### config.mk
export PLATFORM = sky130hd
export DESIGN_NAME = mem_arbiter_flat
export DESIGN_NICKNAME = d
export VERILOG_FILES = /design/src/rtl/cpu_types_pkg.sv /design/src/rtl/mem_arbiter_if.sv /design/src/rtl/rr_select.sv /design/src/rtl/mem_arbiter.sv /design/src/flat_wrapper.sv
export SDC_FILE = /design/constraint.sdc
export NUM_CORES = 1
export LEC_CHECK = 0
export BUFFER_PORTS_ARGS = -buffer_cell sky130_fd_sc_hd__buf_2
export CAP_MARGIN = 10
export CORE_MARGIN = 8
export CORE_UTILIZATION = 41
export DETAILED_ROUTE_END_ITERATION = 10
export GPL_TIMING_DRIVEN = 1
export HOLD_SLACK_MARGIN = 0.05
export PLACE_DENSITY = 0.89
export SKIP_LAST_GASP = 1
export SLEW_MARGIN = 30
export SYNTH_ARGS = -nofsm -noshare
export SYNTH_HDL_FRONTEND = slang
export SYNTH_HIERARCHICAL = 1
export SYNTH_SLANG_ARGS = --single-unit
### constraint.sdc
create_clock -name CLK -period 2.65 [get_ports CLK]
set_clock_uncertainty 0.2 [all_clocks]
set_input_delay 0 -clock CLK [delete_from_list [all_inputs] [get_ports CLK]]
set_output_delay 0 -clock CLK [all_outputs]
set_load 0.05 [all_outputs]
### src/rtl/cpu_types_pkg.sv
// Shared CPU-side types: word width, RAM handshake states and the memory arbiter FSM states.
package cpu_types_pkg;

  localparam int unsigned WORD_W = 32;

  typedef logic [WORD_W-1:0] word_t;

  typedef enum logic [1:0] {
    FREE   = 2'd0,
    BUSY   = 2'd1,
    ACCESS = 2'd2,
    ERROR  = 2'd3
  } ramstate_t;

  typedef enum logic [1:0] {
    IDLE  = 2'd0,
    DATA  = 2'd1,
    INSTR = 2'd2
  } arb_state_t;

endpackage

### src/rtl/mem_arbiter_if.sv
// Bundle of the data port, both icache ports and the RAM port seen by mem_arbiter.
interface mem_arbiter_if;
  import cpu_types_pkg::*;

  logic       dREN;
  logic       dWEN;
  word_t      daddr;
  word_t      dstore;
  logic       dwait;
  word_t      dload;

  logic [1:0] iREN;
  word_t      iaddr [2];
  logic [1:0] iwait;
  word_t      iload;

  logic       ramREN;
  logic       ramWEN;
  word_t      ramaddr;
  word_t      ramstore;
  word_t      ramload;
  ramstate_t  ramstate;
  logic       err;

  // Arbiter side.
  modport slave (
    input  dREN, dWEN, daddr, dstore, iREN, iaddr, ramload, ramstate,
    output dwait, dload, iwait, iload, ramREN, ramWEN, ramaddr, ramstore, err
  );

  // Requester / RAM environment side.
  modport master (
    output dREN, dWEN, daddr, dstore, iREN, iaddr, ramload, ramstate,
    input  dwait, dload, iwait, iload, ramREN, ramWEN, ramaddr, ramstore, err
  );

endinterface

### src/rtl/rr_select.sv
// Two-way round-robin pick: the core at ptr_i wins if it requests, else the other one.
module rr_select (
  input  logic [1:0] req_i,
  input  logic       ptr_i,
  output logic       gnt_idx_o,
  output logic       any_o
);

  assign any_o     = |req_i;
  assign gnt_idx_o = req_i[ptr_i] ? ptr_i : ~ptr_i;

endmodule

### src/rtl/mem_arbiter.sv
// Single-port RAM arbiter: data port over two round-robin icaches, with a starvation guard
// that forces one instruction grant after STARVE_LIMIT data grants while iREN is pending.
module mem_arbiter
  import cpu_types_pkg::*;
#(
  parameter int unsigned STARVE_LIMIT = 4
) (
  input logic          CLK,
  input logic          nRST,
  mem_arbiter_if.slave bus
);

  localparam int unsigned CntW = $clog2(STARVE_LIMIT + 2);

  arb_state_t    state_q;
  logic          rr_ptr_q;
  logic          igrant_q;
  logic          ram_ren_q;
  logic          ram_wen_q;
  logic [CntW-1:0] starve_cnt_q;
  word_t         addr_q;
  word_t         store_q;

  logic dreq;
  logic ireq;
  logic sel_idx;
  logic starve_hit;
  logic done;

  rr_select u_rr_select (
    .req_i     (bus.iREN),
    .ptr_i     (rr_ptr_q),
    .gnt_idx_o (sel_idx),
    .any_o     (ireq)
  );

  assign dreq       = bus.dREN | bus.dWEN;
  assign starve_hit = (starve_cnt_q == CntW'(STARVE_LIMIT));
  assign done       = (state_q != IDLE) &&
                      ((bus.ramstate == ACCESS) || (bus.ramstate == ERROR));

  always_ff @(posedge CLK or negedge nRST) begin
    if (!nRST) begin
      state_q      <= IDLE;
      rr_ptr_q     <= 1'b0;
      igrant_q     <= 1'b0;
      ram_ren_q    <= 1'b0;
      ram_wen_q    <= 1'b0;
      starve_cnt_q <= '0;
      addr_q       <= '0;
      store_q      <= '0;
    end else begin
      unique case (state_q)
        IDLE: begin
          if (ireq && (!dreq || starve_hit)) begin
            state_q   <= INSTR;
            igrant_q  <= sel_idx;
            addr_q    <= bus.iaddr[sel_idx];
            ram_ren_q <= 1'b1;
            ram_wen_q <= 1'b0;
          end else if (dreq) begin
            // A simultaneous read and write request is serviced as a write.
            state_q   <= DATA;
            addr_q    <= bus.daddr;
            store_q   <= bus.dstore;
            ram_ren_q <= ~bus.dWEN;
            ram_wen_q <= bus.dWEN;
          end
        end
        DATA: begin
          if (done) begin
            state_q   <= IDLE;
            ram_ren_q <= 1'b0;
            ram_wen_q <= 1'b0;
            if (!ireq) begin
              starve_cnt_q <= '0;
            end else if (!starve_hit) begin
              starve_cnt_q <= starve_cnt_q + CntW'(1);
            end
          end
        end
        INSTR: begin
          if (done) begin
            state_q      <= IDLE;
            ram_ren_q    <= 1'b0;
            ram_wen_q    <= 1'b0;
            rr_ptr_q     <= ~igrant_q;
            starve_cnt_q <= '0;
          end
        end
        default: begin
          state_q   <= IDLE;
          ram_ren_q <= 1'b0;
          ram_wen_q <= 1'b0;
        end
      endcase
    end
  end

  assign bus.ramREN   = ram_ren_q;
  assign bus.ramWEN   = ram_wen_q;
  assign bus.ramaddr  = addr_q;
  assign bus.ramstore = store_q;

  // Wait pulses and read data follow ramstate combinationally in the completion cycle.
  always_comb begin
    bus.dwait = 1'b1;
    bus.iwait = 2'b11;
    bus.dload = '0;
    bus.iload = '0;
    bus.err   = 1'b0;
    if (done) begin
      bus.err = (bus.ramstate == ERROR);
      if (state_q == DATA) begin
        bus.dwait = 1'b0;
        bus.dload = bus.ramload;
      end else begin
        bus.iwait[igrant_q] = 1'b0;
        bus.iload           = bus.ramload;
      end
    end
  end

endmodule

### src/flat_wrapper.sv
// flat-port wrapper written by rule: the top's interface ports become plain ports
module mem_arbiter_flat import cpu_types_pkg::*;
#(
  parameter int unsigned STARVE_LIMIT = 4
)
  (CLK, nRST, bus_dREN, bus_dWEN, bus_daddr, bus_dstore, bus_iREN, bus_iaddr, bus_ramload, bus_ramstate, bus_dwait, bus_dload, bus_iwait, bus_iload, bus_ramREN, bus_ramWEN, bus_ramaddr, bus_ramstore, bus_err);
  mem_arbiter_if bus_i ();
  input logic CLK;
  input logic nRST;
  input wire logic [$bits(bus_i.dREN)-1:0] bus_dREN;
  input wire logic [$bits(bus_i.dWEN)-1:0] bus_dWEN;
  input wire logic [$bits(bus_i.daddr)-1:0] bus_daddr;
  input wire logic [$bits(bus_i.dstore)-1:0] bus_dstore;
  input wire logic [$bits(bus_i.iREN)-1:0] bus_iREN;
  input wire logic [$bits(bus_i.iaddr)-1:0] bus_iaddr;
  input wire logic [$bits(bus_i.ramload)-1:0] bus_ramload;
  input wire logic [$bits(bus_i.ramstate)-1:0] bus_ramstate;
  output wire logic [$bits(bus_i.dwait)-1:0] bus_dwait;
  output wire logic [$bits(bus_i.dload)-1:0] bus_dload;
  output wire logic [$bits(bus_i.iwait)-1:0] bus_iwait;
  output wire logic [$bits(bus_i.iload)-1:0] bus_iload;
  output wire logic [$bits(bus_i.ramREN)-1:0] bus_ramREN;
  output wire logic [$bits(bus_i.ramWEN)-1:0] bus_ramWEN;
  output wire logic [$bits(bus_i.ramaddr)-1:0] bus_ramaddr;
  output wire logic [$bits(bus_i.ramstore)-1:0] bus_ramstore;
  output wire logic [$bits(bus_i.err)-1:0] bus_err;
  assign bus_i.dREN = bus_dREN;
  assign bus_i.dWEN = bus_dWEN;
  assign bus_i.daddr = bus_daddr;
  assign bus_i.dstore = bus_dstore;
  assign bus_i.iREN = bus_iREN;
  assign bus_i.iaddr = {>>{bus_iaddr}};
  assign bus_i.ramload = bus_ramload;
  assign bus_i.ramstate = bus_ramstate;
  assign bus_dwait = bus_i.dwait;
  assign bus_dload = bus_i.dload;
  assign bus_iwait = bus_i.iwait;
  assign bus_iload = bus_i.iload;
  assign bus_ramREN = bus_i.ramREN;
  assign bus_ramWEN = bus_i.ramWEN;
  assign bus_ramaddr = bus_i.ramaddr;
  assign bus_ramstore = bus_i.ramstore;
  assign bus_err = bus_i.err;
  mem_arbiter #(.STARVE_LIMIT(STARVE_LIMIT)) u_core (.CLK(CLK), .nRST(nRST), .bus(bus_i));
endmodule
======== Word level (Yosys, flattened, before mapping) ========
Index checks and enable logic that the tools add are counted.
storage, ports and cells
  register bits ........................... 73
  bits of input ports ..................... 168
  output and inout bits ................... 134
cells by class
  $add $sub $neg .......................... 1
  order comparisons ....................... 4
  equality and inequality tests ........... 10
  multiplexer cells ....................... 35
  bitwise logic cells ..................... 7
  reductions and logical operators ........ 18
operators with widths
  operator                                                  number
  2-to-1 mux 32 bit                                         9
  2-to-1 mux 1 bit                                          12
  2-to-1 mux 3 bit                                          4
  2-to-1 mux 2 bit                                          5
  AND reduction 2 bit                                       4
  equality test 2 bit, second input constant                3
  != test 2 x 1 -> 1 bit, second input constant             3
  case mux 3 bit (2 select lines)                           1
  nonzero test 2 bit                                        3
  < comparator 1 x 2 -> 1 bit, second input constant        2
  NOT 1 bit                                                 4
  case mux 1 bit (2 select lines)                           2
  case mux 2 bit (2 select lines)                           1
  AND reduction 4 bit                                       1
  OR reduction 2 bit                                        2
  adder 3 x 1 -> 3 bit, second input constant               1
  equality test 3 bit, second input constant                1
  logical AND 1 bit                                         3
  != test 3 x 1 -> 1 bit, second input constant             1
  != test 3 bit, second input constant                      1
  AND reduction 3 bit                                       1
  equality test 2 x 1 -> 1 bit, second input constant       1
  greater-or-equal comparator 2 bit, second input constant  1
  logical NOT 2 bit                                         1
  other kinds (7)                                           8

======== Logic depth before layout (Yosys ltp) ========
Gate-level depths: netlist of run 1.
  depth in word-level cells ............... 8
  depth in mapped cells ................... 8
  mapped depth without buffers ............ 6

======== Hierarchy ========
The synthesis of run 1 kept the hierarchy.
modules (own cells, without submodules)
  module       times used  cells each  area an instance (sq um)
  mem_arbiter  1           387         4,097.7
  rr_select    1           3           20.0

======== Worst setup path after synthesis of run 1 ========
OpenSTA, ideal clock, no wires.
  kind .................................... flip-flop to output port
  start ................................... register u_core.state_q[0]
  end ..................................... output bus_dload[23]
  arrival time ............................ 1.741 ns
  data required time ...................... 2.450 ns
  path slack .............................. 0.709 ns
  cell stages (with the launch flop) ...... 7
  path through ............................ dfrtp_1 > inv_1 > ha_1 > nor2b_1 > buf_2 > clkbuf_1 > and3_1
between the ends
  longest elaborated chain between the ends .. 3
ends and longest elaborated chain
  what                                                                       RTL line                               source
  start, declared                                                            mem_arbiter.sv:15                      arb_state_t state_q;
  start signal, assigned                                                     mem_arbiter.sv:44                      state_q <= IDLE;
  start signal, assigned                                                     mem_arbiter.sv:56                      state_q <= INSTR;
  start signal, assigned                                                     mem_arbiter.sv:63                      state_q <= DATA;
  equality test 2 x 1 -> 1 bit / nonzero test 2 bit (equally long branches)  mem_arbiter.sv:114, mem_arbiter.sv:39
  2-to-1 mux 32 bit / logical AND 1 bit (equally long branches)              mem_arbiter.sv:114, mem_arbiter.sv:39
  2-to-1 mux 32 bit (*)                                                      mem_arbiter.sv:112                     if (done) begin
  end, declared                                                              flat_wrapper.sv:19                     output wire logic [$bits(bus_i.dload)-1:0] bus_dload;
Mark *: on every way between the ends. The rest lies on a longest branch, timed or not.

======== Worst setup path in the final report of run 1 ========
  start ................................... register u_core.rr_ptr_q
  end ..................................... register u_core.addr_q[15], in the netlist u_core/bus.ramaddr[15]
between the ends
  longest elaborated chain between the ends .. 8
ends and longest elaborated chain
  what                                                      RTL line           source
  start, declared                                           mem_arbiter.sv:16  logic rr_ptr_q;
  start signal, assigned                                    mem_arbiter.sv:87  rr_ptr_q <= ~igrant_q;
  2-to-1 mux 1 bit (implied by the code) (2 in a row)       rr_select.sv:10    assign gnt_idx_o = req_i[ptr_i] ? ptr_i : ~ptr_i;
  2-to-1 mux 1 bit (*)                                      rr_select.sv:10
  named net u_core.sel_idx                                  mem_arbiter.sv:26  logic sel_idx;
  NOT 1 -> 2 bit (implied by the code) (*)                  mem_arbiter.sv:58  addr_q <= bus.iaddr[sel_idx];
  2-to-1 mux 32 bit (implied by the code) (*) (3 in a row)  mem_arbiter.sv:58
  2-to-1 mux 32 bit (*)                                     mem_arbiter.sv:55  if (ireq && (!dreq || starve_hit)) begin
  end signal, assigned                                      mem_arbiter.sv:58
  end signal, assigned                                      mem_arbiter.sv:64  addr_q <= bus.daddr;
  end, declared                                             mem_arbiter.sv:21  word_t addr_q;
The timed path passes the listed nets; every way through them passes the cells marked *. The select of a mux whose other input is x is not followed.
A chain may end at the register's enable or synchronous reset.

==> results.md, run 1 <==
- Yosys Warn Count: 6
- Final GP Congestion: 0.945
- Fin. max-slew vios: 0
- Count of cell types in the netlist: 34
- CTS root buf: clkbuf_8
- Critical path fanouts, max: 33
- Final setup TNS: 0 ns
- Synthesized area per cell: 10.6 um^2
- EDFF count, synth: 0
- R2R Path End: u_core/bus.ramaddr[15]
- DR DRC count: 0
- Final Hold Vio Count: 0
- Antenna-violating nets left: 0
- Minimum clock period: 2.59 ns
- Cell Area, Placed: 5760 um^2
- Cell Area, Synth: 4120 um^2
- Vias after detailed routing: 4798
- Layout area overhead: 69.8%
- Measured slew at the worst slew-check pin: 0.676 ns
- Mapped Cells: 390
- Sequential cell area fraction in the yosys report: 44.4%
- Die Ht: 116 um
- Status: complete, no violations
- Full die area: 13500 um^2
- Final core utilization: 71.5%
- Clk slew on worst S/H paths: 0.09 ns
- Peak VDD IR: 842 uV
- TritonCTS Sinks: 73
- Wire length per cell: 19.8 um
- Hold slack final: 0.0762 ns
- PortBufs: 301
- Synth Register Bits: 73
- Core area: 9770 um^2
- Ports: 302
- Setup crit start: u_core/rr_ptr_q
- CP required: 2.67 ns
- Share of flip-flops with an asynchronous set or reset: 100%
- Initial antenna violation count: 0
- Share of cells above drive strength 1: 46.9%
- First-pass GRT wire length: 27500 um
- Critical Path AT: 2.61 ns
- Dpl hpwl: 12300 um
- Congestion Overflow GR: 0
- Worst r2r path cells: 7
- Cell area power density: 1280 nW/um^2
- CTS tree: built
- Vias per cell: 5.22
- Clk buf depth: 2
- Max-cap check violation count: 0
- Setup-failing EPs final: 0
- Pleak: 3.82 nW
- RSZ-0062 raised after global routing: false
- Total Routed Length: 18200 um
- Setup CP Type: reg2reg
- N_diodes: 0
- # rows: 36
- H-tree depth: 3
- Worst r2r src: u_core/rr_ptr_q
- Vias in the first global route: 5175
- Final Instance Area: 6990 um^2
- DRT Pass-1 Iters: 5
- Largest net degree at the start of global routing: 74
- Placed cells: 803
- Layout Cells excl Fill: 919
- Fin crit share: 97.8%
- Initial DRC count: 358
- CP Launch Type: flip-flop
- Worst Setup EP: u_core/bus.ramaddr[15]
- Reg2Reg Setup Slack: 0.06 ns
- Fmax: 0.386 GHz
- Initial Util: 42.1%
- Rel. slew slack: 54.9%
- Dominant synthesized flop cell: dfrtp_1
- Nets: 954
- Mapped Nets: 563
- Clk_lat worst skew: 0.34 ns
- HP Class: in2async
- FILL cells: 673
- Post-CTS Setup Bufs: 0
- GRT Overall Usage: 26.2%
- Die width: 116 um
- Crit end category: flip-flop
- Cts bufs inserted: 9
## cell usage in the layout (no fill, tap or decap), types with 2 or more instances in the layout
cell             n
ha_1             4
inv_6            3
dfrtp_1         73
mux2_2           7
inv_1            7
nand2_1         27
a22oi_1         31
mux2_4          27
bufinv_16        2
clkbuf_8         9
a22o_1           4
o21ai_0         52
and2_1          34
nand3_1          2
dlygate4sd3_1  100
buf_4            8
nor2_1           7
buf_2          300
and3_1          33
buf_12           2
mux2i_1         32
## routing by layer
metal | part of all wire, % | vias up | track usage (%)
li1 | - | 2187 | -
met1 | 37 | 2312 | 29.7
met2 | 53 | 263 | 46.8
met3 | 7.9 | 36 | 5.84
met4 | 2.3 | 0 | 9.94
met5 | 0 | - | 0
## through the flow
step / worst slack, ns / power [mW]
detailed placement: 0.456 / 7.33
floorplan: 0.709 / 6.00
global placement: 0.557 / 7.15
finish: 0.0594 / 8.94
CTS: 0.0323 / 8.85
global route: 0.0175 / 9.34
## registers in the layout, summed over array words and instances (netlist names)
signal	count
u_core/state_q	2
u_core/bus.ramREN	1
u_core/bus.ramWEN	1
u_core/igrant_q	1
u_core/rr_ptr_q	1
u_core/starve_cnt_q	3
u_core/bus.ramaddr	32
u_core/bus.ramstore	32
## where the power goes
part	leakage, nW	switching (mW)	total (mW)	internal, mW
logic	2.83	3.93	5.94	2.01
registers	0.877	0.336	2.01	1.67
clock network	0.111	0.452	0.990	0.539
## what timing repair did
item                                    in CTS  in global routing
resized for setup                            0                  1
endpoints found under the setup margin       0                 22
hold endpoints to repair                   142                  0
hold buffers                               100                  0
## cells by family after synthesis
kind of cell / Yosys count / synth area share, %
adder cells (fa/ha/maj): 5 / 1.52
flip-flops: 73 / 44.4
AO/OA/AOI/OAI: 96 / 14.7
AND/OR/NAND/NOR: 111 / 14.9
buffers and inverters: 38 / 4.77
multiplexers: 67 / 19.8
## cell type report
type / count / area, um^2 / area share, %
clock buffers: 9 / 124 / 1.77
inverters: 7 / 26.3 / 0.376
well taps: 133 / 166 / 2.38
clock inverters: 7 / 98.8 / 1.41
multi-input cells: 279 / 2130 / 30.5
repair buffers: 411 / 2610 / 37.4
flip-flops and latches: 73 / 1830 / 26.1
## worst min path at each step
stage	slack, ns	to	from
global placement	-0.02	u_core/bus.ramstore[20]	nRST
CTS	0.16	u_core/igrant_q	bus_iREN[0]
global route	0.11	u_core/bus.ramstore[22]	nRST
floorplan	-0.50	u_core/bus.ramREN	nRST
detailed placement	-0.006	u_core/bus.ramstore[12]	nRST
finish	0.08	u_core/bus.ramaddr[17]	nRST
## synthesized netlist by cell type, types with 2 or more instances
cell,n,area (um^2)
a22o_1,4,35.0
inv_1,7,26.3
nand2_1,27,101
mux2_4,27,405
nor2_1,7,26.3
mux2_2,7,78.8
ha_1,5,62.6
dfrtp_1,73,1830
nor2b_1,2,12.5
a22oi_1,31,233
buf_4,3,22.5
o21ai_0,52,260
clkbuf_1,14,52.6
mux2i_1,33,330
buf_6,4,45.0
and2_1,34,213
buf_2,10,50.1
nand3_1,2,10.0
and3_1,33,206
## worst max-delay path, stage by stage, from the launching register on
cell	delay [ns]
dfrtp_1	0.42
mux2i_4	0.27
buf_12	0.27
mux2i_1	0.31
nand2_1	0.11
o21ai_0	0.12
o21ai_0	0.13
dlygate4sd3_1	0.61
Power figures use the tool's default switching activity.
==> inputs of run 2 (changes only) <==
--- a/config.mk
+++ b/config.mk
@@ -7,12 +7,12 @@
 export LEC_CHECK = 0
 export BUFFER_PORTS_ARGS = -buffer_cell sky130_fd_sc_hd__buf_2
 export CAP_MARGIN = 10
-export CORE_MARGIN = 8
-export CORE_UTILIZATION = 41
+export CORE_AREA = 8 8 112 114
 export DETAILED_ROUTE_END_ITERATION = 10
+export DIE_AREA = 0 0 120 122
 export GPL_TIMING_DRIVEN = 1
 export HOLD_SLACK_MARGIN = 0.05
-export PLACE_DENSITY = 0.89
+export PLACE_DENSITY = 0.85
 export SKIP_LAST_GASP = 1
 export SLEW_MARGIN = 30
 export SYNTH_ARGS = -nofsm -noshare
==> constraint.sdc (replaced) <==
create_clock -name CLK -period 3.1 [get_ports CLK]
set_clock_uncertainty 0.2 [all_clocks]
set_input_delay 0 -clock CLK [delete_from_list [all_inputs] [get_ports CLK]]
set_output_delay 0 -clock CLK [all_outputs]
set_load 0.05 [all_outputs]
==> run 2 against run 1 <==
Combinational power decreased by 15%. Setup slack gained 0.26 ns. Sequential share of layout area increased by 0.12 points. Fmax is 6.8% lower. Worst hold slack worse by 0.028 ns. Power decreased by 17%. Register-to-register slack improved by 0.26 ns. Final cell count rose by 1.1%. Critical path depth unchanged. Clock-buffer cell count unchanged. Flip-flop and latch count stayed put. Sequential power fell by 14%. Critical path type unchanged. Critical endpoint is now u_core/bus.ramREN. Largest power group unchanged.
==> results.md, run 2 (synthesized netlist as in run 1, its figures left out) <==
- Fin. max-slew vios: 0 (unchanged)
- Congestion Overflow GR: 0 (unchanged)
- Setup-failing EPs final: 0 (unchanged)
- Layout area overhead: 69.0%
- Vias per cell: 5.01 (-4.0%)
- Core area: 10700 um^2 (+9.4%)
- Critical path fanouts, max: 24 (-27%)
- Initial Util: 38.5% (-3.6 points)
- Status: complete, no violations
- GRT Overall Usage: 22.3% (-3.9 points)
- Final GP Congestion: 0.798 (-16%)
- Setup CP Type: reg2reg
- Final setup margin: 0.320 ns (+0.261 ns)
- Cell area power density: 1070 nW/um^2 (-17%)
- Final Hold Vio Count: 0 (unchanged)
- DRT Pass-1 Iters: 4 (-1)
- CTS tree: built
- Measured slew at the worst slew-check pin: 0.660 ns (-0.0163 ns)
- FILL cells: 819 (+22%)
- Antenna-violating nets left: 0 (unchanged)
- Nets: 955 (+0.10%)
- Fmax: 0.360 GHz (-6.8%)
- H-tree depth: 3 (unchanged)
- CP Launch Type: flip-flop
- Vias in the first global route: 4796 (-7.3%)
- Ports: 302 (unchanged)
- Fin crit share: 89.7% (-8.1 points)
- Cts bufs inserted: 9 (unchanged)
- Largest net degree at the start of global routing: 74 (unchanged)
- Total Routed Length: 17300 um (-5.0%)
- Leading cell type in the layout, fill and taps excluded: buf_2
- Placed cells: 808 (+0.62%)
- PortBufs: 301 (unchanged)
- Dpl hpwl: 11300 um (-8.1%)
- Crit end category: flip-flop
- Worst r2r path cells: 7 (unchanged)
- DP Worst Slack: 0.709 ns (+0.253 ns)
- CP required: 3.11 ns (+0.44 ns)
- Wire length per cell: 18.6 um (-6.1%)
- Share of cells above drive strength 1: 46.5% (-0.44 points)
- Critical Path AT: 2.79 ns (+0.18 ns)
- Die Ht: 122 um (+5.0%)
- Vias after detailed routing: 4654 (-3.0%)
- Peak VDD IR: 759 uV (-9.8%)
- TritonCTS Sinks: 73 (unchanged)
- Cell Area, Placed: 5740 um^2 (-0.33%)
- Final Instance Area: 6960 um^2 (-0.47%)
- Rel. slew slack: 56.0% (+1.1 points)
- HP Class: in2async
- Clk slew on worst S/H paths: 0.10 ns (about the same)
- Layout Cells excl Fill: 929 (+1.1%)
- Full die area: 14600 um^2 (+8.4%)
- Minimum clock period: 2.78 ns (+0.189 ns)
- First-pass GRT wire length: 26100 um (-4.9%)
- RSZ-0062 raised after global routing: false
- Initial antenna violation count: 2 (+2)
- Commonest non-fill, non-tap cells in the layout: 300 x buf_2, 103 x dlygate4sd3_1, 73 x dfrtp_1
- Clk buf depth: 2 (unchanged)
- Initial DRC count: 332 (-7.3%)
- Post-CTS Setup Bufs: 0 (unchanged)
- DR DRC count: 0 (unchanged)
- Pleak: 3.80 nW (-0.51%)
- Final setup TNS: 0 ns (unchanged)
- Max-cap check violation count: 0 (unchanged)
- # rows: 38 (+5.6%)
- Die width: 120 um (+3.3%)
- CTS root buf: clkbuf_8
- Clk_lat worst skew: 0.33 ns (about the same)
==> run 2: worst paths after layout <==
kind	slack (ns)	endpoint	from
min in group CLK	0.22	bus_err	bus_ramstate[0]
max in group asynchronous	2.19	u_core/state_q[1]	nRST
worst min register to register	0.31	u_core/bus.ramstore[2]	u_core/bus.ramstore[2]
worst max-delay path	0.32	u_core/bus.ramREN	u_core/state_q[0]
worst max register to register	0.32	u_core/bus.ramREN	u_core/state_q[0]
worst min-delay path	0.05	u_core/bus.ramstore[15]	nRST
==> run 2: cell type report <==
type | instances | area (um^2) | area share, %
clock buffers | 9 | 124 | 1.78
clock inverters | 7 | 52.6 | 0.755
inverters | 7 | 26.3 | 0.378
well taps | 140 | 175 | 2.52
flip-flops and latches | 73 | 1830 | 26.3
multi-input cells | 279 | 2130 | 30.6
repair buffers | 412 | 2620 | 37.6
diodes | 2 | 5.00 | 0.0719
==> run 2: per-layer routing <==
layer | routed length (um) | GRT usage, % | up-vias
met5 | 0 | 0 | -
met4 | 369 | 8.51 | 0
met3 | 1290 | 5.88 | 25
met2 | 8940 | 38.4 | 228
met1 | 6710 | 26.1 | 2211
li1 | - | - | 2190
==> run 2: repair_timing <==
item | in CTS | in global routing
hold endpoints to repair | 144 | 0
hold buffers | 103 | 0
resized for setup | 0 | 0
==> run 2: worst max-delay path, cell delays in order (launching register included) <==
cell	delay, ns
dfrtp_1	0.37
inv_1	0.07
ha_1	0.32
nor2b_2	0.49
buf_4	0.33
nor2_1	0.10
a22o_1	0.23
dlygate4sd3_1	0.55
==> run 2: metrics by stage <==
stage / util (%) / hold WS (ns) / power, mW
3_3_place_gp: 53.7 / -0.0123 / 6.13
4_1_cts: 65.0 / 0.140 / 7.34
5_1_grt: 65.0 / 0.0963 / 7.80
6_report: 65.0 / 0.0480 / 7.43
3_5_place_dp: 53.7 / -0.00649 / 6.20
2_1_floorplan: - / -0.496 / 5.13
==> run 2: where the power goes <==
group	leakage, nW	switching, mW	internal (mW)	total [mW]
Combinational	2.83	3.32	1.70	5.03
Sequential	0.877	0.292	1.43	1.72
Clock	0.0900	0.382	0.296	0.678
Total	3.80	4.00	3.43	7.43
==> inputs of run 3 (changes only) <==
--- a/config.mk
+++ b/config.mk
@@ -7,12 +7,12 @@
 export LEC_CHECK = 0
 export BUFFER_PORTS_ARGS = -buffer_cell sky130_fd_sc_hd__buf_2
 export CAP_MARGIN = 10
-export CORE_AREA = 8 8 112 114
+export CORE_MARGIN = 8
+export CORE_UTILIZATION = 40
 export DETAILED_ROUTE_END_ITERATION = 10
-export DIE_AREA = 0 0 120 122
 export GPL_TIMING_DRIVEN = 1
 export HOLD_SLACK_MARGIN = 0.05
-export PLACE_DENSITY = 0.85
+export PLACE_DENSITY = 0.87
 export SKIP_LAST_GASP = 1
 export SLEW_MARGIN = 30
 export SYNTH_ARGS = -nofsm -noshare
==> run 3 against run 2 <==
Flip-flop and latch count is the same. Critical endpoint is now u_core/bus.ramaddr[27]. Power grew 2.0%. Highest routed layer unchanged. Clock-buffer cell count grew 2. First-iteration DRC count grew 37%. Combinational power is essentially flat. Utilization grew 3.4 points. Register-to-register slack lost 0.15 ns.
==> results.md, run 3 (synthesized netlist as in run 1, its figures left out) <==
- DR DRC count: 0 (unchanged)
- Vias in the first global route: 5313 (+11%)
- Clk buf depth: 2 (unchanged)
- CP bufs+invs: 2 (-1)
- Cell area power density: 1090 nW/um^2 (+2.2%)
- CP max stage cell: nor2_2
- R2R Path End: u_core/bus.ramaddr[27]
- RSZ-0062 raised after global routing: false
- Status: complete, no violations
- Initial Util: 40.6% (+2.1 points)
- Initial DRC count: 456 (+37%)
- CTS root buf: clkbuf_8
- Core area: 10100 um^2 (-5.2%)
- Die width: 117 um (-2.1%)
- Clk_lat worst skew: 0.34 ns (about the same)
- Crit end category: flip-flop
- CTS tree: built
- Pleak: 3.80 nW (about the same)
- Fin crit share: 94.6% (+4.9 points)
- Wire length per cell: 20.3 um (+8.7%)
- Multi-input gate area: 2130 um^2 (unchanged)
- Worst r2r path cells: 7 (unchanged)
- Dpl hpwl: 12500 um (+10%)
- Commonest non-fill, non-tap cells in the layout: 300 x buf_2, 100 x dlygate4sd3_1, 73 x dfrtp_1
- Congestion Overflow GR: 0 (unchanged)
- TritonCTS Sinks: 73 (unchanged)
- CP required: 3.18 ns (+0.07 ns)
- Worst path max stage delay: 0.68 ns (+0.13 ns)
- Initial antenna violation count: 1 (-1)
- GRT Overall Usage: 26.0% (+3.7 points)
- Measured slew at the worst slew-check pin: 0.836 ns (+0.176 ns)
- Total Routed Length: 18600 um (+7.6%)
- Full die area: 13800 um^2 (-5.8%)
- Vias after detailed routing: 4870 (+4.6%)
- # rows: 37 (-2.6%)
- PortBufs: 301 (unchanged)
- Final setup TNS: 0 ns (unchanged)
- Setup-failing EPs final: 0 (unchanged)
- Fmax: 0.341 GHz (-5.2%)
- Reg area: 1830 um^2 (unchanged)
- Cell Area, Placed: 5730 um^2 (-0.22%)
- Peak VDD IR: 703 uV (-7.4%)
- Setup CP Type: reg2reg
- Final Instance Area: 6940 um^2 (-0.23%)
- Ports: 302 (unchanged)
- FILL cells: 724 (-12%)
- HP Class: in2async
- H-tree depth: 3 (unchanged)
- Final Hold Vio Count: 0 (unchanged)
- Leading cell type in the layout, fill and taps excluded: buf_2
- Vias per cell: 5.29 (+5.7%)
- Die Ht: 117 um (-3.7%)
- Final core utilization: 68.5% (+3.4 points)
- Worst r2r src: u_core/state_q[0]
- Cts bufs inserted: 9 (unchanged)
- Layout area overhead: 68.6%
- Critical Path AT: 3.01 ns (+0.22 ns)
- Nets: 951 (-0.42%)
- Clk slew on worst S/H paths: 0.08 ns (-0.02 ns)
- Critical path fanouts, max: 19 (-21%)
- Minimum clock period: 2.93 ns (+0.152 ns)
- CP Launch Type: flip-flop
- DRT Pass-1 Iters: 5 (+1)
- Rel. slew slack: 44.2% (-12 points)
- First-pass GRT wire length: 28800 um (+10%)
- Final GP Congestion: 0.857 (+7.4%)
- Share of cells above drive strength 1: 46.6% (+0.11 points)
- Delay-heaviest family, CP: buffers and inverters
- Max-cap check violation count: 0 (unchanged)
- Antenna-violating nets left: 0 (unchanged)
- Reg2Reg Setup Slack: 0.17 ns (-0.15 ns)
- Fin. max-slew vios: 0 (unchanged)
- Largest net degree at the start of global routing: 74 (unchanged)
- Worst path cell trace: inv_1 > ha_1 > o21ai_1 > nor2_2 > a22oi_1 > o21ai_0 > dlygate4sd3_1
[run 3: final cells by class]
type,instances,area share (%)
clock buffers,11,2.18
clock inverters,5,0.775
well taps,136,2.45
inverters,7,0.379
repair buffers,408,37.1
diodes,1,0.0360
flip-flops and latches,73,26.3
multi-input cells,279,30.7
[run 3: worst max-delay path by stage]
stage,startpoint,endpoint,cells past startpoint
CTS,u_core/state_q[0],u_core/bus.ramaddr[14],7
global placement,u_core/state_q[0],u_core/bus.ramaddr[18],6
global route,u_core/state_q[0],u_core/bus.ramaddr[27],7
detailed placement,u_core/state_q[0],u_core/bus.ramaddr[15],6
finish,u_core/state_q[0],u_core/bus.ramaddr[27],7
floorplan,u_core/state_q[0],bus_dload[23],6
[run 3: power breakdown]
part           internal (mW)  switching [mW]  leakage [nW]
clock network          0.413           0.353         0.109
logic                   1.69            3.37          2.81
registers               1.43           0.316         0.877
total                   3.53            4.04          3.80
[run 3: what timing repair did]
action	in CTS	in global routing
resized for setup	0	0
hold buffers	100	0
endpoints found under the hold margin	141	0
setup buffers	0	0
[run 3: through the flow]
stage	power (mW)	hold slack [ns]	instances	setup WS (ns)
floorplan	5.13	-0.496	390	1.16
global route	7.90	0.0936	920	0.0173
detailed placement	6.25	-0.0207	803	0.829
global placement	6.12	-0.0303	803	0.953
finish	7.57	0.0233	920	0.168
CTS	7.47	0.150	919	0.300
[run 3: metal layers]
metal / GRT usage [%] / part of all wire [%] / vias up / wire (um)
met5: 0 / 0 / - / 0
met4: 11.4 / 3.3 / 0 / 610
met3: 8.39 / 8.7 / 44 / 1610
met2: 47.6 / 52 / 308 / 9670
met1: 26.4 / 36 / 2343 / 6740
li1: - / - / 2175 / -
